`src/rtl/rom_write_ctrl.sv`:
```
// rom_write_ctrl: write controller for a 32x8 store, driven by two pushbuttons.
//
// Load and Clear are bouncy, asynchronous buttons. Each one is synchronized,
// debounced and edge-detected into a one-cycle press event. In IDLE, a Load
// press writes D to the target address. A Clear press writes 8'h00 to the
// target address. A press is ignored while the other button is held down.
// With Auto=1 the target is an internal pointer. The pointer advances after
// each Load write.
//
// Optional feature: define CLEAR_SWEEP_EN to make a Clear press with Auto=1
// zero the whole store. This writes 32 strobes to addresses 0..31 and then
// resets the pointer to 0.
//
// Parameters:
//   DB_COUNT  consecutive stable cycles needed to accept a button level change
// Ports:
//   Clk    clock, rising edge
//   Rst_n  asynchronous active-low reset
//   Load   raw left button
//   Clear  raw right button
//   D      data switches
//   A      address switches
//   Auto   auto-increment mode switch
//   We     single-cycle write strobe (held for 32 cycles during a sweep)
//   Wa     write address, registered
//   Wd     write data, registered
//   Ao     next target address for display, registered
//   Busy   high whenever the controller is not idle

// Per-button front end: 2-flop synchronizer, debouncer, rising-edge detector.
module rom_write_ctrl_btn #(
   parameter int DB_COUNT = 500000
) (
   input  logic clk,
   input  logic rst_n,
   input  logic raw,
   output logic level,
   output logic press
);
   localparam int CW = 20;

   logic          s1, s2;
   logic [CW-1:0] cnt;
   logic          level_d;

   always_ff @(posedge clk or negedge rst_n) begin
      if (!rst_n) begin
         s1      <= 1'b0;
         s2      <= 1'b0;
         cnt     <= '0;
         level   <= 1'b0;
         level_d <= 1'b0;
      end else begin
         s1      <= raw;
         s2      <= s1;
         level_d <= level;
         // Any cycle that agrees with the accepted level restarts the count,
         // so bounces shorter than DB_COUNT cycles are never accepted.
         if (s2 != level) begin
            if (cnt == CW'(DB_COUNT - 1)) begin
               level <= ~level;
               cnt   <= '0;
            end else begin
               cnt <= cnt + 1'b1;
            end
         end else begin
            cnt <= '0;
         end
      end
   end

   assign press = level & ~level_d;
endmodule

module rom_write_ctrl #(
   parameter int DB_COUNT = 500000
) (
   input  logic       Clk,
   input  logic       Rst_n,
   input  logic       Load,
   input  logic       Clear,
   input  logic [7:0] D,
   input  logic [4:0] A,
   input  logic       Auto,
   output logic       We,
   output logic [4:0] Wa,
   output logic [7:0] Wd,
   output logic [4:0] Ao,
   output logic       Busy
);
   localparam logic [1:0] S_IDLE  = 2'd0;
   localparam logic [1:0] S_WRITE = 2'd1;
`ifdef CLEAR_SWEEP_EN
   localparam logic [1:0] S_SWEEP = 2'd2;
`endif

   // Index 0 is Load and index 1 is Clear.
   logic [1:0] raw, lvl, press;
   logic [1:0] state;
   logic [4:0] ptr;
   logic [4:0] target;
   logic       op_load;
   logic       ld_ev, cl_ev;

   assign raw = {Clear, Load};

   for (genvar g = 0; g < 2; g++) begin : g_btn
      rom_write_ctrl_btn #(.DB_COUNT(DB_COUNT)) u_btn (
         .clk   (Clk),
         .rst_n (Rst_n),
         .raw   (raw[g]),
         .level (lvl[g]),
         .press (press[g])
      );
   end

   // A press event always has its own level high. So simultaneous presses
   // cancel each other out through the other-level-low qualifier.
   assign ld_ev  = press[0] & ~lvl[1];
   assign cl_ev  = press[1] & ~lvl[0];
   assign target = Auto ? ptr : A;
   assign Busy   = (state != S_IDLE);

   always_ff @(posedge Clk or negedge Rst_n) begin
      if (!Rst_n) begin
         state   <= S_IDLE;
         We      <= 1'b0;
         Wa      <= '0;
         Wd      <= '0;
         Ao      <= '0;
         op_load <= 1'b0;
      end else begin
         Ao <= target;
         case (state)
            S_IDLE: begin
               We <= 1'b0;
               if (ld_ev) begin
                  state   <= S_WRITE;
                  We      <= 1'b1;
                  Wa      <= target;
                  Wd      <= D;
                  op_load <= 1'b1;
               end else if (cl_ev) begin
`ifdef CLEAR_SWEEP_EN
                  if (Auto) begin
                     state   <= S_SWEEP;
                     We      <= 1'b1;
                     Wa      <= '0;
                     Wd      <= '0;
                     op_load <= 1'b0;
                  end else
`endif
                  begin
                     state   <= S_WRITE;
                     We      <= 1'b1;
                     Wa      <= target;
                     Wd      <= '0;
                     op_load <= 1'b0;
                  end
               end
            end
            S_WRITE: begin
               // The strobe was raised on entry. Drop it and go back to IDLE.
               // Presses that arrive in this cycle are discarded.
               We    <= 1'b0;
               state <= S_IDLE;
            end
`ifdef CLEAR_SWEEP_EN
            S_SWEEP: begin
               if (Wa == 5'd31) begin
                  We    <= 1'b0;
                  state <= S_IDLE;
               end else begin
                  Wa <= Wa + 5'd1;
               end
            end
`endif
            default: begin
               We    <= 1'b0;
               state <= S_IDLE;
            end
         endcase
      end
   end

   // Pointer tracks the switches in manual mode.
   // In auto mode it advances after each Load write.
   always_ff @(posedge Clk or negedge Rst_n) begin
      if (!Rst_n) begin
         ptr <= '0;
      end else if (!Auto) begin
         ptr <= A;
      end else if (state == S_WRITE && op_load) begin
         ptr <= ptr + 5'd1;
      end
`ifdef CLEAR_SWEEP_EN
      else if (state == S_SWEEP && Wa == 5'd31) begin
         ptr <= '0;
      end
`endif
   end
endmodule

```
`config.mk`:
```
export PLATFORM = sky130hd
export DESIGN_NAME = rom_write_ctrl
export DESIGN_NICKNAME = d
export VERILOG_FILES = /design/src/rtl/rom_write_ctrl.sv
export SDC_FILE = /design/constraint.sdc
export NUM_CORES = 1
export LEC_CHECK = 0
export ABC_AREA = 1
export ABC_CLOCK_PERIOD_IN_PS = 3400
export CAP_MARGIN = 20
export CORE_MARGIN = 10
export CORE_UTILIZATION = 40
export DETAILED_ROUTE_END_ITERATION = 12
export PLACE_DENSITY = 0.56
export SLEW_MARGIN = 40
export SYNTH_ARGS = -nofsm -noshare
export SYNTH_HDL_FRONTEND = slang
export SYNTH_SLANG_ARGS = --single-unit
```
`constraint.sdc`:
```
create_clock -name Clk -period 3.4 [get_ports Clk]
set_clock_uncertainty 0.1 [all_clocks]
set_input_delay 1.02 -clock Clk [delete_from_list [all_inputs] [get_ports Clk]]
set_output_delay 1.02 -clock Clk [all_outputs]
set_load 0.02 [all_outputs]
```
# == Word level (Yosys, flattened, before mapping) ==
# Cells that the tools add are included.
# op_classes
n_addsub,3
n_reduce_logical,7
mux,19
n_eq_ne,7
n_bitwise,8
# op_table
operator,count
two-way mux 20 bit,4
"adder 20 x 1 -> 20 bit, second input constant",2
"== test 20 x 19 -> 1 bit, second input constant",2
two-way mux 5 bit,5
two-way mux 8 bit,2
two-way mux 2 bit,3
AND reduction 2 bit,3
"adder 5 x 1 -> 5 bit, second input constant",1
two-way mux 1 bit,5
AND 1 bit,4
inverter 1 bit,4
nonzero test 2 bit,2
"!= test 3 bit, second input constant",1
"== test 2 x 1 -> 1 bit, second input constant",1
zero test 2 bit,1
!= test 1 bit,2
"!= test 2 x 1 -> 1 bit, second input constant",1
logical AND 1 bit,1
# word_totals
register_bits,75
input_bits,18
out_inout_bits,20
word_cells,61

# == Longest topological paths before layout ==
# depth
ltp_word,6
ltp_mapped,9
depth_no_buf,9

# == Hierarchy ==
# Synthesis repeated with hierarchy kept, for this count alone.
# hier_totals
hier_cells,459
hier_area_um2,3714.8
# modules_own_cells
module,area_per_inst_um2,seq_area_each_um2,instances,cells_each
rom_write_ctrl_btn,1273.7,600.6,2,164
rom_write_ctrl,1167.4,650.6,1,131

# == Least setup slack after synthesis ==
# No wires, ideal clock.
# synth_path
path_kind,input-to-reg
start,input Auto
end,register ptr[2]
setup_time_ns,0.131
t_arrival_ns,1.696
setup_slack_ns,1.473
path_stages,5
n_path_buf,1
t_required_ns,3.169
cell_sequence,buf_2 > inv_1 > o21ai_0 > o211ai_1 > o21ai_0
# synth_between
elab_chain_len,1
word_cells_on_any_way,2
classes_between,eq/ne (1); mux (1)
# synth_rtl
element,line,text
from (decl),84,"input logic Auto,"
!= test 2 x 1 -> 1 bit (no line) or two-way mux 5 bit (tied branches),n/a,
to (signal assigned),194,ptr <= ptr + 5'd1;
to (decl),100,logic [4:0] ptr;
# Several ways; a longest one is shown, not always the timed one.
# A chain may end at the register's enable or synchronous reset.

# == Worst setup path in the final report ==
# layout_path
start,register state[0]
end,output Busy
# layout_between
elab_chain_len,1
# layout_rtl
element,line,text
from (decl),99,logic [1:0] state;
from (signal assigned),126,state <= S_IDLE;
from (signal assigned),138,state <= S_WRITE;
from (signal assigned),154,state <= S_WRITE;
nonzero test 2 bit,122,assign Busy = (state != S_IDLE);
to (decl),89,output logic Busy
# No other way between the ends.

==> flow_metrics.tcl <==
set metrics [dict create \
    status "complete, no violations" \
    final_common_cell "nand2_1" \
    avgSynthCellArea_um2 8.21 \
    synth-seq-cells 74 \
    die_area_mm2 0.0133 \
    fillers 861 \
    grt_overflow 0 \
    power_mw 1.78 \
    start_util_pct 41.4 \
    cp_num_buf_inv 1 \
    clk_pin_slew_ns 0.08 \
    hpwl_um 5860 \
    cp_num_cells 1 \
    synth_cells 442 \
    r2r_cells 6 \
    required_ns 2.28 \
    synth_warnings 0 \
    cp_top_family "buffers and inverters" \
    cts_tree "built" \
    grt_pass1_wl_um 14000 \
    cts_setup_buffers 0 \
    antenna_found_initial 0 \
    max_freq_ghz 0.383 \
    worst_setup_path_start_kind "register" \
    maxSlewViolCount 0 \
    area_growth_pct 19.4 \
    synth_edf_count 0 \
    p_leak_nw 1.88 \
    first_global_vias 2881 \
    clockBufferDepth 2 \
    max_stage_delay_ns 0.67 \
    setup_viol_count_final 0 \
    fp.dieW_um 115 \
    cap_violations 0 \
    relSlewSlack_pct 55.7 \
    crit_path_end_kind "primary output" \
    finalCritPeriodShare_pct 76.8 \
    hold_buffers 0 \
    layout_common_cells "nand2_1 (89), nor2_1 (86), dfrtp_1 (74), inv_1 (53), nand3_1 (41)" \
    portBuffers 37 \
    hp-class "reg -> reg" \
    grt_max_degree 75 \
    grt_usage_pct 12.8 \
    wl_per_cell_um 13.3 \
    diodes 0 \
    synth_cell_types 32 \
    cts.repair.resized 0 \
    critical_path_class "reg -> out" \
    insertion_delay_ns 0.35 \
    rsz0062_at_grt "no" \
    cts_buffers 9 \
    wl_um 7950 \
    powerDensity_mw_per_mm2 411 \
    core_mm2 0.00876 \
    crit_chain "clkdlybuf4s50_1" \
    min_path_cells 0 \
    cpMaxStageDelayCell "clkdlybuf4s50_1" \
    yosysSeqAreaShare_pct 51.0 \
    tns_ns 0 \
    crit_path_max_fanout 5 \
    num-nets-final 508 \
    detail_route.first_pass.iterations 4 \
    hold_viol 0 \
    syn_nets 463 \
    synthFlopType "dfrtp_1" \
    gp_congestion 0.884 \
    rows 34 \
    cts_num_sinks 74 \
    fin_crit_ns 2.61 \
    critical_path_arrival_ns 1.49 \
    die-height_um 115 \
    tightest_slew_ns 0.665 \
    drc 0 \
    synthArstFlopShare_pct 100 \
    viasPerCell 4.83 \
    vdd_drop_max_mv 0.223 \
    drt_iter0_drc 109 \
    finish.utilization_pct 49.4 \
    drive_above_1_share_pct 7.52 \
    vias 2899 \
    netlist_area_mm2 0.00363 \
    htree_num_levels 3 \
    num_io_pins 38 \
    antenna_left 0 \
    root_buffer "clkbuf_8" \
]
synthesized netlist by cell type, drive strengths merged, types with 2 or more instances:
| master | n | area [um2] |
|---|---|---|
| nand2 | 91 | 352 |
| nor2 | 90 | 348 |
| dfrtp | 74 | 1850 |
| inv | 56 | 210 |
| nand3 | 42 | 215 |
| o21ai | 30 | 173 |
| xor2 | 13 | 114 |
| nand4 | 12 | 75.1 |
| nor3 | 7 | 46.3 |
| xnor2 | 6 | 52.6 |
| nor3b | 4 | 40.0 |
| buf | 3 | 27.5 |
| ha | 3 | 37.5 |
| a21oi | 2 | 10.0 |
| o21a | 2 | 15.0 |
| o31ai | 2 | 28.8 |
registers in the layout, summed over array words and instances, names as in the netlist, 2 cells and up:
signal	flops
Wa	5
Wd	8
g_btn.u_btn.level_d	2
g_btn.u_btn.level	2
g_btn.u_btn.s1	2
g_btn.u_btn.cnt	40
ptr	5
g_btn.u_btn.s2	2
Ao	5
through the flow:
step                      cells  hold WS [ns]  instance area (um2)  setup WS [ns]
after floorplan             442         0.231                 3630           1.47
after global placement      583         0.237                 4100          0.866
after detailed placement    584         0.235                 4120          0.801
after CTS                   600         0.253                 4330          0.765
after global routing        600         0.256                 4330          0.742
final                       600         0.252                 4330          0.789
path summary, 6_finish.rpt:
kind,startpoint,endpoint,slack [ns]
worst max-delay path,state[0]$_DFFE_PN0P_,Busy,0.79
worst min-delay path,g_btn[1].u_btn.s1$_DFF_PN0_,g_btn[1].u_btn.s2$_DFF_PN0_,0.25
worst max register to register,g_btn[1].u_btn.cnt[0]$_DFF_PN0_,g_btn[1].u_btn.cnt[15]$_DFF_PN0_,1.68
worst min register to register,g_btn[1].u_btn.s1$_DFF_PN0_,g_btn[1].u_btn.s2$_DFF_PN0_,0.25
max in group asynchronous,Rst_n,g_btn[1].u_btn.cnt[9]$_DFF_PN0_,2.16
min in group asynchronous,Rst_n,ptr[3]$_DFFE_PN0P_,0.56
worst register-to-register path, delay by kind of cell (launching register included):
kind / cells / cell delay [ns]
flip-flops: 1 / 0.40
adder cells (fa/ha/maj): 1 / 0.18
AND/OR/NAND/NOR: 5 / 0.90
layout make-up:
| cell class | instances | area (um2) | area share (%) |
|---|---|---|---|
| tap | 108 | 135 | 3.12 |
| timing repair buffer | 38 | 383 | 8.84 |
| clock inverter | 6 | 90.1 | 2.08 |
| clock buffer | 10 | 128 | 2.95 |
| multi-input combinational | 308 | 1540 | 35.4 |
| inverter | 56 | 210 | 4.85 |
| sequential | 74 | 1850 | 42.7 |
report_power, final:
group | leakage [nW] | internal, mW | switching (mW)
Sequential | 0.934 | 0.901 | 0.0145
Clock | 0.107 | 0.416 | 0.345
Combinational | 0.841 | 0.0440 | 0.0624
routing by layer:
metal / vias up / track usage, % / part of all wire (%)
li1: 1498 / - / -
met1: 1352 / 16.3 / 46
met2: 37 / 20.8 / 49
met3: 12 / 3.39 / 3.3
met4: 0 / 4.13 / 1.6
met5: - / 0 / 0
logic make-up (layout without fill, tap and decap cells):
logic type	after synthesis	in the layout	share of synthesized area, %
and+or+nand+nor	247	247	29.9
adders and majority gates	3	3	1.03
AOI/OAI and AO/OA	39	39	6.83
xor gates and xnor gates	19	19	4.59
buffers and inverters	60	110	6.65
DFF	74	74	51.0
Note: power is estimated with default switching activity, not from simulation.
